### src/rtl/reg_dump_if.sv
// Debug register-read port plus the outgoing byte stream of the register dump sequencer.
// The master side is the sequencer; the slave side is the register file / UART TX consumer.
interface reg_dump_if #(
  parameter int ADDR_W = 5,
  parameter int DATA_W = 32
);
  logic [ADDR_W-1:0] o_du_reg_addr;
  logic [DATA_W-1:0] i_du_reg_data;
  logic [7:0]        o_tx_data;
  logic              o_tx_valid;
  logic              i_tx_ready;

  modport master (
    output o_du_reg_addr, o_tx_data, o_tx_valid,
    input  i_du_reg_data, i_tx_ready
  );

  modport slave (
    input  o_du_reg_addr, o_tx_data, o_tx_valid,
    output i_du_reg_data, i_tx_ready
  );
endinterface

### src/rtl/reg_dump_sequencer.sv
// Walks debug register addresses 0..NUM_REGS-1 and streams each word MSB-first as bytes,
// freezing the pipeline for the duration. Define REG_DUMP_CHECKSUM_EN to append an XOR checksum byte.
module reg_dump_sequencer #(
  parameter int NUM_REGS = 32,
  parameter int ADDR_W   = 5,
  parameter int DATA_W   = 32
) (
  input  logic       i_clk,
  input  logic       i_reset,
  input  logic       i_start,
  input  logic       i_halt,
  reg_dump_if.master bus,
  output logic       o_busy,
  output logic       o_freeze,
  output logic       o_done
);

  localparam logic [ADDR_W-1:0] LAST_ADDR = ADDR_W'(NUM_REGS - 1);

`ifdef REG_DUMP_CHECKSUM_EN
  typedef enum logic [2:0] {S_IDLE, S_LATCH, S_SEND, S_DONE, S_CSUM} state_e;
`else
  typedef enum logic [1:0] {S_IDLE, S_LATCH, S_SEND, S_DONE} state_e;
`endif

  state_e              state_q, state_d;
  logic [ADDR_W-1:0]   addr_q, addr_d;
  logic [1:0]          byte_cnt_q, byte_cnt_d;
  logic [DATA_W-1:0]   shift_q, shift_d;
  logic                halt_q, halt_d;
`ifdef REG_DUMP_CHECKSUM_EN
  logic [7:0]          csum_q, csum_d;
`endif

  logic       trig;
  logic       tx_valid;
  logic [7:0] tx_data;
  logic       done;

  // halt_q follows i_halt every cycle, so a rise seen while busy is consumed and lost.
  assign halt_d = i_halt;
  assign trig   = i_start | (i_halt & ~halt_q);

  always_comb begin
    // NOTE: every variable gets a default before the case so no path leaves it unassigned
    // (which would infer a latch).
    state_d    = state_q;
    addr_d     = addr_q;
    byte_cnt_d = byte_cnt_q;
    shift_d    = shift_q;
`ifdef REG_DUMP_CHECKSUM_EN
    csum_d     = csum_q;
`endif
    tx_valid   = 1'b0;
    tx_data    = 8'h00;
    done       = 1'b0;

    case (state_q)
      S_IDLE: begin
        if (trig) begin
          addr_d  = '0;
`ifdef REG_DUMP_CHECKSUM_EN
          csum_d  = 8'h00;
`endif
          state_d = S_LATCH;
        end
      end

      S_LATCH: begin
        shift_d    = bus.i_du_reg_data;
        byte_cnt_d = 2'd0;
        state_d    = S_SEND;
      end

      S_SEND: begin
        tx_valid = 1'b1;
        tx_data  = shift_q[DATA_W-1 -: 8];
        if (bus.i_tx_ready) begin
          shift_d    = shift_q << 8;
          byte_cnt_d = byte_cnt_q + 2'd1;
`ifdef REG_DUMP_CHECKSUM_EN
          csum_d     = csum_q ^ tx_data;
`endif
          if (byte_cnt_q == 2'd3) begin
            if (addr_q == LAST_ADDR) begin
`ifdef REG_DUMP_CHECKSUM_EN
              state_d = S_CSUM;
`else
              state_d = S_DONE;
`endif
            end else begin
              addr_d  = addr_q + ADDR_W'(1);
              state_d = S_LATCH;
            end
          end
        end
      end

`ifdef REG_DUMP_CHECKSUM_EN
      S_CSUM: begin
        tx_valid = 1'b1;
        tx_data  = csum_q;
        if (bus.i_tx_ready) state_d = S_DONE;
      end
`endif

      S_DONE: begin
        done    = 1'b1;
        state_d = S_IDLE;
      end

      default: state_d = S_IDLE;
    endcase
  end

  // NOTE: sequential state uses non-blocking assignments so every flop samples pre-edge values.
  always_ff @(posedge i_clk) begin
    if (i_reset) begin
      state_q    <= S_IDLE;
      addr_q     <= '0;
      byte_cnt_q <= 2'd0;
      shift_q    <= '0;
      halt_q     <= 1'b0;
`ifdef REG_DUMP_CHECKSUM_EN
      csum_q     <= 8'h00;
`endif
    end else begin
      state_q    <= state_d;
      addr_q     <= addr_d;
      byte_cnt_q <= byte_cnt_d;
      shift_q    <= shift_d;
      halt_q     <= halt_d;
`ifdef REG_DUMP_CHECKSUM_EN
      csum_q     <= csum_d;
`endif
    end
  end

  assign bus.o_du_reg_addr = addr_q;
  assign bus.o_tx_valid    = tx_valid;
  assign bus.o_tx_data     = tx_data;
  assign o_busy            = (state_q != S_IDLE);
  assign o_freeze          = o_busy;
  assign o_done            = done;

endmodule
### src/flat_wrapper.sv
// flat-port wrapper written by rule: the top's interface ports become plain ports
module reg_dump_sequencer_flat 
#(
  parameter int NUM_REGS = 32,
  parameter int ADDR_W   = 5,
  parameter int DATA_W   = 32
)
  (i_clk, i_reset, i_start, i_halt, o_busy, o_freeze, o_done, bus_o_du_reg_addr, bus_o_tx_data, bus_o_tx_valid, bus_i_du_reg_data, bus_i_tx_ready);
  reg_dump_if #(.ADDR_W(ADDR_W), .DATA_W(DATA_W)) bus_i ();
  input  logic i_clk;
  input  logic i_reset;
  input  logic i_start;
  input  logic i_halt;
  output logic o_busy;
  output logic o_freeze;
  output logic o_done;
  output wire logic [$bits(bus_i.o_du_reg_addr)-1:0] bus_o_du_reg_addr;
  output wire logic [$bits(bus_i.o_tx_data)-1:0] bus_o_tx_data;
  output wire logic [$bits(bus_i.o_tx_valid)-1:0] bus_o_tx_valid;
  input wire logic [$bits(bus_i.i_du_reg_data)-1:0] bus_i_du_reg_data;
  input wire logic [$bits(bus_i.i_tx_ready)-1:0] bus_i_tx_ready;
  assign bus_o_du_reg_addr = bus_i.o_du_reg_addr;
  assign bus_o_tx_data = bus_i.o_tx_data;
  assign bus_o_tx_valid = bus_i.o_tx_valid;
  assign bus_i.i_du_reg_data = bus_i_du_reg_data;
  assign bus_i.i_tx_ready = bus_i_tx_ready;
  reg_dump_sequencer #(.NUM_REGS(NUM_REGS), .ADDR_W(ADDR_W), .DATA_W(DATA_W)) u_core (.i_clk(i_clk), .i_reset(i_reset), .i_start(i_start), .i_halt(i_halt), .bus(bus_i), .o_busy(o_busy), .o_freeze(o_freeze), .o_done(o_done));
endmodule
### config.mk
export PLATFORM = sky130hd
export DESIGN_NAME = reg_dump_sequencer_flat
export DESIGN_NICKNAME = d
export VERILOG_FILES = /design/src/rtl/reg_dump_if.sv /design/src/rtl/reg_dump_sequencer.sv /design/src/flat_wrapper.sv
export SDC_FILE = /design/constraint.sdc
export NUM_CORES = 1
export LEC_CHECK = 0
export ABC_AREA = 1
export CORE_ASPECT_RATIO = 1.1
export CORE_MARGIN = 8
export CORE_UTILIZATION = 48
export CTS_BUF_LIST = sky130_fd_sc_hd__clkbuf_8 sky130_fd_sc_hd__clkbuf_16
export DETAILED_ROUTE_END_ITERATION = 8
export PLACE_DENSITY = 0.79
export SYNTH_ARGS = -nofsm -noshare
export SYNTH_HDL_FRONTEND = slang
export SYNTH_SLANG_ARGS = --single-unit
### constraint.sdc
create_clock -name i_clk -period 2.1 [get_ports i_clk]
set_input_delay 0.315 -clock i_clk [delete_from_list [all_inputs] [get_ports i_clk]]
set_output_delay 0.315 -clock i_clk [all_outputs]
set_load 0.03 [all_outputs]
==> flow_metrics.env, run 1 <==
export IMPL_power_density_nw_per_um2=897.7
export IMPL_post_cts_buffers=0
export IMPL_ff2ff_setup_slack_ps=310
export IMPL_cts_tree="built"
export IMPL_grt_pass1_wl_um=8721
export IMPL_ys_warn_count=0
export IMPL_setup_tns_ps=0
export IMPL_cts_sinks=42
export IMPL_async_flop_share_pct=0
export IMPL_grt_pass1_vias=1957
export IMPL_crit_path_end_kind="output port"
export IMPL_worstHoldPathCells=2
export IMPL_syn_area_um2=2038
export IMPL_numCtsBuffers=5
export IMPL_via_per_inst=4.828
export IMPL_setup_viol=0
export IMPL_boundaryPins=54
export IMPL_hold_class="reg2reg"
export IMPL_wire_per_inst_um=11.53
export IMPL_r2r_cells=9
export IMPL_grt_use_total_pct=15.55
export IMPL_status="finished, final reports clean"
export IMPL_rows=25
export IMPL_vdd_drop_max_mv=0.7283
export IMPL_slew_headroom_pct=65.30
export IMPL_synth_edf_count=0
export IMPL_grt_setup_unrepaired="no"
export IMPL_drtAntennaViolNets=0
export IMPL_ys_seq_area_share_pct=41.25
export IMPL_die_area_um2=6590
export IMPL_first_pass_iters=5
export IMPL_clockBufferDepth=2
export IMPL_io_buffers=53
export IMPL_postCtsHoldBufs=0
export IMPL_drive_gt1_share_pct=8.516
export IMPL_syn_inst=314
export IMPL_final_area_um2=2683
export IMPL_post_dp_cell_area_um2=2572
export IMPL_drv_cap=0
export IMPL_required_ps=1780
export IMPL_worst_r2r_endpoint="u_core.bus.o_du_reg_addr[0]"
export IMPL_arrival_ps=1660
export IMPL_final_cell_mix="103 x nand2_1, 64 x nor2_1, 45 x clkdlybuf4s50_1"
export IMPL_post_route_worst_setup_slack_ps=124.1
export IMPL_clk_pin_slew_ps=80
export IMPL_leakagePower_nw=1.252
export IMPL_timing_hold_ws_ps=459.4
export IMPL_die_y_um=84.35
export IMPL_clockRootBuffer="clkbuf_8"
export IMPL_start_util_pct=48.63
export IMPL_cp_max_fo=10
export IMPL_synth_seq_cells=42
export IMPL_cts_htree_levels=2
export IMPL_crit_type="reg2out"
export IMPL_dpl_hpwl_um=3319
export IMPL_syn_nets=354
export IMPL_clk_latency_ps=290
export IMPL_synth_cell_type_count=22
export IMPL_synth_avg_cell_area_um2=6.491
export IMPL_core_area_um2=4192
export IMPL_syn2layout_area_growth_pct=31.61
export IMPL_drc_errors=0
export IMPL_synthFlopType="dfxtp_1"
export IMPL_grt_start_max_net_pins=34
export IMPL_drv_slew=0
export IMPL_gp_congestion=0.8075
export IMPL_worstMarginPinSlew_ps=519.7
export IMPL_vias=2018
export IMPL_drt_initial_drc_count=149
export IMPL_fin_crit_ps=1976
export IMPL_grt_overflow_total=0
export IMPL_antenna_found_initial=0
export IMPL_dieWidth_um=78.13
export IMPL_fin_crit_sh_pct=94.09
export IMPL_finClkSkew_ps=9.088
export IMPL_reg2reg_from="u_core.bus.o_du_reg_addr[0]"
export IMPL_timing_fmax_mhz=506.1
export IMPL_dp_slack_ps=376.7
export IMPL_hold_viol_final=0
export IMPL_diodes=0
export IMPL_cp_start_kind="flop"
export IMPL_hp_start="u_core.shift_q[0]"
export IMPL_wl_um=4820
export IMPL_hold_path_endpoint="u_core.shift_q[0]"
export IMPL_p_total_mw=2.408
export IMPL_final_common_cell="nand2_1"
export IMPL_finalNetCount=403
what timing repair did:
item / CTS / global route
setup endpoints to repair: 0 / 2
gates resized for setup: 0 / 1
endpoints found under the hold margin: 0 / 0
synthesized netlist by cell type (2+ instances only):
library cell / instances / area [um2]
a21oi_1: 16 / 80.08
buf_2: 6 / 30.03
buf_4: 4 / 30.03
buf_6: 2 / 22.52
clkbuf_1: 4 / 15.01
dfxtp_1: 42 / 840.8
ha_1: 3 / 37.54
inv_1: 22 / 82.58
inv_2: 3 / 11.26
nand2_1: 103 / 386.6
nand3_1: 10 / 50.05
nand3_2: 2 / 20.02
nand4_1: 3 / 18.77
nor2_1: 64 / 240.2
o21ai_0: 21 / 105.1
o21ai_1: 3 / 15.01
area by class of cell:
| class | count | area, um2 |
|---|---|---|
| Clock buffer | 5 | 68.82 |
| Clock inverter | 3 | 40.04 |
| Fill cell | 413 | 1509 |
| Inverter | 25 | 93.84 |
| Multi-Input combinational cell | 230 | 1002 |
| Sequential cell | 42 | 842.1 |
| Tap cell | 54 | 67.56 |
| Timing Repair Buffer | 59 | 568.0 |
worst max-delay path: stages, from the launching register on:
cell and delay, ps:
dfxtp_1 410, inv_2 140, nor2_8 140, clkdlybuf4s50_1 690
per-stage QoR:
step           utilization [%]  cells
6_report                 64.00    418
5_1_grt                  64.00    418
4_1_cts                  63.97    418
3_5_place_dp             61.37    410
3_3_place_gp             61.37    410
2_1_floorplan                -    314
how the worst max path moves through the flow:
| stage | startpoint | end | slack [ps] | cells after the start |
|---|---|---|---|---|
| floorplan | u_core.bus.o_du_reg_addr[0] | u_core.bus.o_du_reg_addr[0] | 430 | 8 |
| CTS | u_core.state_q[0] | o_busy | 70 | 3 |
| detailed placement | u_core.state_q[1] | u_core.shift_q[16] | 380 | 9 |
| finish | u_core.state_q[1] | bus_o_tx_valid | 120 | 3 |
| global placement | u_core.state_q[1] | u_core.shift_q[12] | 390 | 9 |
| global route | u_core.state_q[1] | bus_o_tx_valid | 10 | 3 |
power breakdown:
group	switching, mW	total, mW	internal [mW]
clock	0.271	0.621	0.350
sequential	0.0826	1.02	0.934
combinational	0.466	0.770	0.304
state kept, by name, summed over array words and instances, names as in the netlist:
| name | count |
|---|---|
| u_core.byte_cnt_q | 2 |
| u_core.shift_q | 32 |
| u_core.state_q | 2 |
| u_core.halt_q | 1 |
| u_core.bus.o_du_reg_addr | 5 |
layer usage:
layer	wire length [um]	vias to the layer above	GRT usage, %
li1	-	1074	-
met1	2294	873	19.00
met2	2167	64	25.49
met3	293	7	4.594
met4	65	0	4.553
met5	0	-	0
kinds of logic (layout without fill, tap and decap cells):
logic type,after synthesis,after routing,synth area share (%)
buf+inv,42,92,9.576
compound gates,41,41,10.13
simple gates,186,186,37.20
flops,42,42,41.25
fa+ha+maj,3,3,1.842
Power figures use the tool's default switching activity.
==> run 2, diff against run 1 <==
--- a/config.mk
+++ b/config.mk
@@ -11,6 +11,7 @@
 export CORE_UTILIZATION = 48
 export CTS_BUF_LIST = sky130_fd_sc_hd__clkbuf_8 sky130_fd_sc_hd__clkbuf_16
 export DETAILED_ROUTE_END_ITERATION = 8
+export MAX_ROUTING_LAYER = met4
 export PLACE_DENSITY = 0.79
 export SYNTH_ARGS = -nofsm -noshare
 export SYNTH_HDL_FRONTEND = slang
==> flow_metrics.env, run 2 (same netlist as run 1, synthesis figures left out) <==
export IMPL_fin_crit_ps=1984
export IMPL_setup_tns_ps=0
export IMPL_finClkSkew_ps=9.328
export IMPL_via_per_inst=4.892
export IMPL_die_y_um=84.35
export IMPL_grt_use_total_pct=15.90
export IMPL_required_ps=1780
export IMPL_top_register="u_core.shift_q"
export IMPL_arrival_ps=1670
export IMPL_first_pass_iters=4
export IMPL_vias=2045
export IMPL_final_cell_mix="103 x nand2_1, 64 x nor2_1, 45 x clkdlybuf4s50_1"
export IMPL_cts_sinks=42
export IMPL_cts_resized=0
export IMPL_timing_fmax_mhz=504.1
export IMPL_drv_slew=0
export IMPL_cts_htree_levels=2
export IMPL_wl_um=4863
export IMPL_crit_type="reg2out"
export IMPL_hold_viol_final=0
export IMPL_grt_pass1_vias=1960
export IMPL_status="finished, final reports clean"
export IMPL_clk_latency_ps=290
export IMPL_die_area_um2=6590
export IMPL_post_route_worst_setup_slack_ps=116.3
export IMPL_timing_hold_ws_ps=459.3
export IMPL_setup_viol=0
export IMPL_vdd_drop_max_mv=0.7288
export IMPL_drive_gt1_share_pct=8.516
export IMPL_worstHoldPathCells=2
export IMPL_antenna_found_initial=0
export IMPL_cts_tree="built"
export IMPL_boundaryPins=54
export IMPL_wire_per_inst_um=11.63
export IMPL_postCtsHoldBufs=0
export IMPL_grt_pass1_wl_um=8700
export IMPL_power_density_nw_per_um2=899.7
export IMPL_post_cts_buffers=0
export IMPL_drv_cap=0
export IMPL_drtAntennaViolNets=0
export IMPL_clockRootBuffer="clkbuf_8"
export IMPL_grt_start_max_net_pins=34
export IMPL_leakagePower_nw=1.252
export IMPL_io_buffers=53
export IMPL_clockBufferDepth=2
export IMPL_numCtsBuffers=5
export IMPL_syn2layout_area_growth_pct=31.61
export IMPL_finalNetCount=403
export IMPL_diodes=0
export IMPL_cp_start_kind="flop"
export IMPL_fin_crit_sh_pct=94.46
export IMPL_dp_slack_ps=376.7
export IMPL_core_area_um2=4192
export IMPL_rows=25
export IMPL_grt_overflow_total=0
export IMPL_slew_headroom_pct=65.16
export IMPL_drc_errors=0
export IMPL_clk_pin_slew_ps=80
export IMPL_dpl_hpwl_um=3319
export IMPL_dieWidth_um=78.13
export IMPL_r2r_cells=9
export IMPL_final_cells=418
export IMPL_grt_setup_unrepaired="no"
export IMPL_largest_register_ffs=32
export IMPL_dp_cells=410
export IMPL_drt_initial_drc_count=144
export IMPL_start_util_pct=48.63
export IMPL_p_total_mw=2.414
export IMPL_crit_path_end_kind="output port"
export IMPL_gp_congestion=0.8193
export IMPL_worstMarginPinSlew_ps=521.8
export IMPL_hold_class="reg2reg"
export IMPL_cp_max_fo=10
export IMPL_final_common_cell="nand2_1"
[run 2: power breakdown]
part / switching [mW] / leakage (nW) / internal, mW
Combinational: 0.467 / 0.848 / 0.304
Clock: 0.275 / 0.0579 / 0.350
Sequential: 0.0837 / 0.346 / 0.934
[run 2: worst paths after layout]
check                               from  slack (ps)                           to
max                    u_core.state_q[1]         120               bus_o_tx_valid
min                    u_core.shift_q[0]         460            u_core.shift_q[0]
max reg2reg  u_core.bus.o_du_reg_addr[0]         300  u_core.bus.o_du_reg_addr[0]
min reg2reg            u_core.shift_q[0]         460            u_core.shift_q[0]
[run 2: metrics by stage]
stage | utilization, % | cell area [um2]
final | 64.00 | 2683
after floorplan | - | 2038
after global routing | 64.00 | 2683
after global placement | 61.37 | 2572
after detailed placement | 61.37 | 2572
after CTS | 63.97 | 2681
[run 2: layer usage]
metal | GRT usage (%) | part of all wire, % | vias up
li1 | - | - | 1074
met2 | 25.49 | 46 | 67
met3 | 3.526 | 5.1 | 7
met5 | - | 0 | -
met1 | 19.26 | 48 | 897
met4 | 5.059 | 1.3 | 0
[run 2: critical path, cell delays in order, from the launching register on]
cell and delay (ps):
dfxtp_1 410, inv_2 140, nor2_8 140, clkdlybuf4s50_1 690
[run 2: layout make-up]
class	count	area [um2]
fillers	413	1509
clock buffers	5	68.82
inverters	25	93.84
well taps	54	67.56
repair buffers	59	568.0
clock inverters	3	40.04
multi-input cells	230	1002
flip-flops and latches	42	842.1
==> run 3, diff against run 2 <==
==> constraint.sdc (replaced) <==
create_clock -name i_clk -period 2 [get_ports i_clk]
set_input_delay 0.3 -clock i_clk [delete_from_list [all_inputs] [get_ports i_clk]]
set_output_delay 0.3 -clock i_clk [all_outputs]
set_load 0.03 [all_outputs]
==> flow_metrics.env, run 3 (same netlist as run 1, synthesis figures left out) <==
export IMPL_arrival_ps=1560
export IMPL_cp_start_kind="flop"
export IMPL_clk_pin_slew_ps=80
export IMPL_start_util_pct=48.63
export IMPL_setup_tns_ps=0
export IMPL_cts_tree="built"
export IMPL_grt_use_total_pct=15.61
export IMPL_wire_per_inst_um=11.66
export IMPL_setup_viol=0
export IMPL_grt_pass1_vias=1912
export IMPL_rows=25
export IMPL_grt_pass1_wl_um=8473
export IMPL_timing_fmax_mhz=537.1
export IMPL_die_y_um=84.35
export IMPL_first_pass_iters=4
export IMPL_syn2layout_area_growth_pct=31.86
export IMPL_wl_um=4885
export IMPL_finalNetCount=404
export IMPL_worst_r2r_endpoint="u_core.bus.o_du_reg_addr[0]"
export IMPL_hp_start="u_core.shift_q[6]"
export IMPL_status="finished, final reports clean"
export IMPL_crit_type="reg2out"
export IMPL_die_area_um2=6590
export IMPL_drv_slew=0
export IMPL_slew_headroom_pct=78.37
export IMPL_power_density_nw_per_um2=943.8
export IMPL_worstMarginPinSlew_ps=323.5
export IMPL_clk_latency_ps=300
export IMPL_leakagePower_nw=1.262
export IMPL_cp_max_fo=6
export IMPL_drt_initial_drc_count=159
export IMPL_clockRootBuffer="clkbuf_8"
export IMPL_diodes=0
export IMPL_io_buffers=53
export IMPL_hold_path_endpoint="u_core.shift_q[6]"
export IMPL_drtAntennaViolNets=0
export IMPL_top_register="u_core.shift_q"
export IMPL_crit_path_end_kind="output port"
export IMPL_gp_congestion=0.8164
export IMPL_boundaryPins=54
export IMPL_vias=2020
export IMPL_reg2reg_from="u_core.bus.o_du_reg_addr[0]"
export IMPL_numCtsBuffers=5
export IMPL_dieWidth_um=78.13
export IMPL_ff2ff_setup_slack_ps=320
export IMPL_final_cell_mix="103 x nand2_1, 64 x nor2_1, 43 x clkdlybuf4s50_1"
export IMPL_required_ps=1700
export IMPL_post_route_worst_setup_slack_ps=138.3
export IMPL_drc_errors=0
export IMPL_clockBufferDepth=2
export IMPL_r2r_cells=9
export IMPL_drive_gt1_share_pct=8.767
export IMPL_grt_start_max_net_pins=32
export IMPL_post_cts_buffers=0
export IMPL_antenna_found_initial=0
export IMPL_via_per_inst=4.821
export IMPL_core_area_um2=4192
export IMPL_fin_crit_sh_pct=93.09
export IMPL_hold_class="reg2reg"
export IMPL_worstHoldPathCells=2
export IMPL_drv_cap=0
export IMPL_dpl_hpwl_um=3414
export IMPL_fin_crit_ps=1862
export IMPL_largest_register_ffs=32
export IMPL_final_common_cell="nand2_1"
export IMPL_dp_slack_ps=321.9
export IMPL_vdd_drop_max_mv=0.5150
export IMPL_cts_sinks=42
export IMPL_grt_setup_unrepaired="no"
export IMPL_grt_overflow_total=0
export IMPL_cts_htree_levels=2
export IMPL_finClkSkew_ps=8.463
export IMPL_hold_viol_final=0
-- run 3: cell types whose count changed in the layout (fill, tap and decap cells not counted), sizes merged --
cell           change
buf                +1
clkdlybuf4s50      -2
dlygate4sd2        +2
-- run 3: area by class of cell --
| type | instances | area, um2 |
|---|---|---|
| Clock inverter | 3 | 40.04 |
| Fill cell | 405 | 1504 |
| Timing Repair Buffer | 60 | 573.1 |
| Clock buffer | 5 | 68.82 |
| Tap cell | 54 | 67.56 |
| Sequential cell | 42 | 842.1 |
| Inverter | 25 | 93.84 |
| Multi-Input combinational cell | 230 | 1002 |
-- run 3: metrics by stage --
step	hold slack (ps)	std cells	cell area, um2	power [mW]	utilization (%)
after CTS	464.0	419	2688	2.560	64.12
after global routing	482.4	419	2688	2.706	64.12
final	463.7	419	2688	2.536	64.12
after floorplan	376.8	314	2038	1.648	-
after detailed placement	454.0	411	2580	1.900	61.55
after global placement	447.4	411	2580	1.881	61.55
-- run 3: what timing repair did --
item / 4_1_cts / 5_1_grt
hold buffers: 0 / 0
gates resized for setup: 3 / 0
endpoints found under the setup margin: 3 / 0
-- run 3: routing by layer --
layer	part of all wire, %	track usage, %	wire length (um)	up-vias
met5	0	-	0	-
met4	0.84	4.553	41	0
met3	5.8	5.021	283	4
met2	48	25.64	2323	51
met1	46	17.61	2237	898
li1	-	-	-	1067
-- run 3: worst max path at each step --
stage,cells after the start,from,end
CTS,3,u_core.state_q[0],o_freeze
floorplan,8,u_core.bus.o_du_reg_addr[0],u_core.bus.o_du_reg_addr[0]
global route,3,u_core.state_q[0],o_freeze
global placement,3,u_core.state_q[1],bus_o_tx_valid
detailed placement,3,u_core.state_q[1],bus_o_tx_valid
finish,3,u_core.state_q[0],o_freeze
-- run 3: critical path, cell delays in order (launching register included) --
cell	delay [ps]
dfxtp_2	430
nor2_1	100
inv_1	70
clkdlybuf4s50_1	670
-- run 3: report_power, final --
group / internal (mW) / switching (mW) / total (mW)
sequential: 0.980 / 0.0850 / 1.07
combinational: 0.318 / 0.491 / 0.809
clock: 0.368 / 0.294 / 0.662
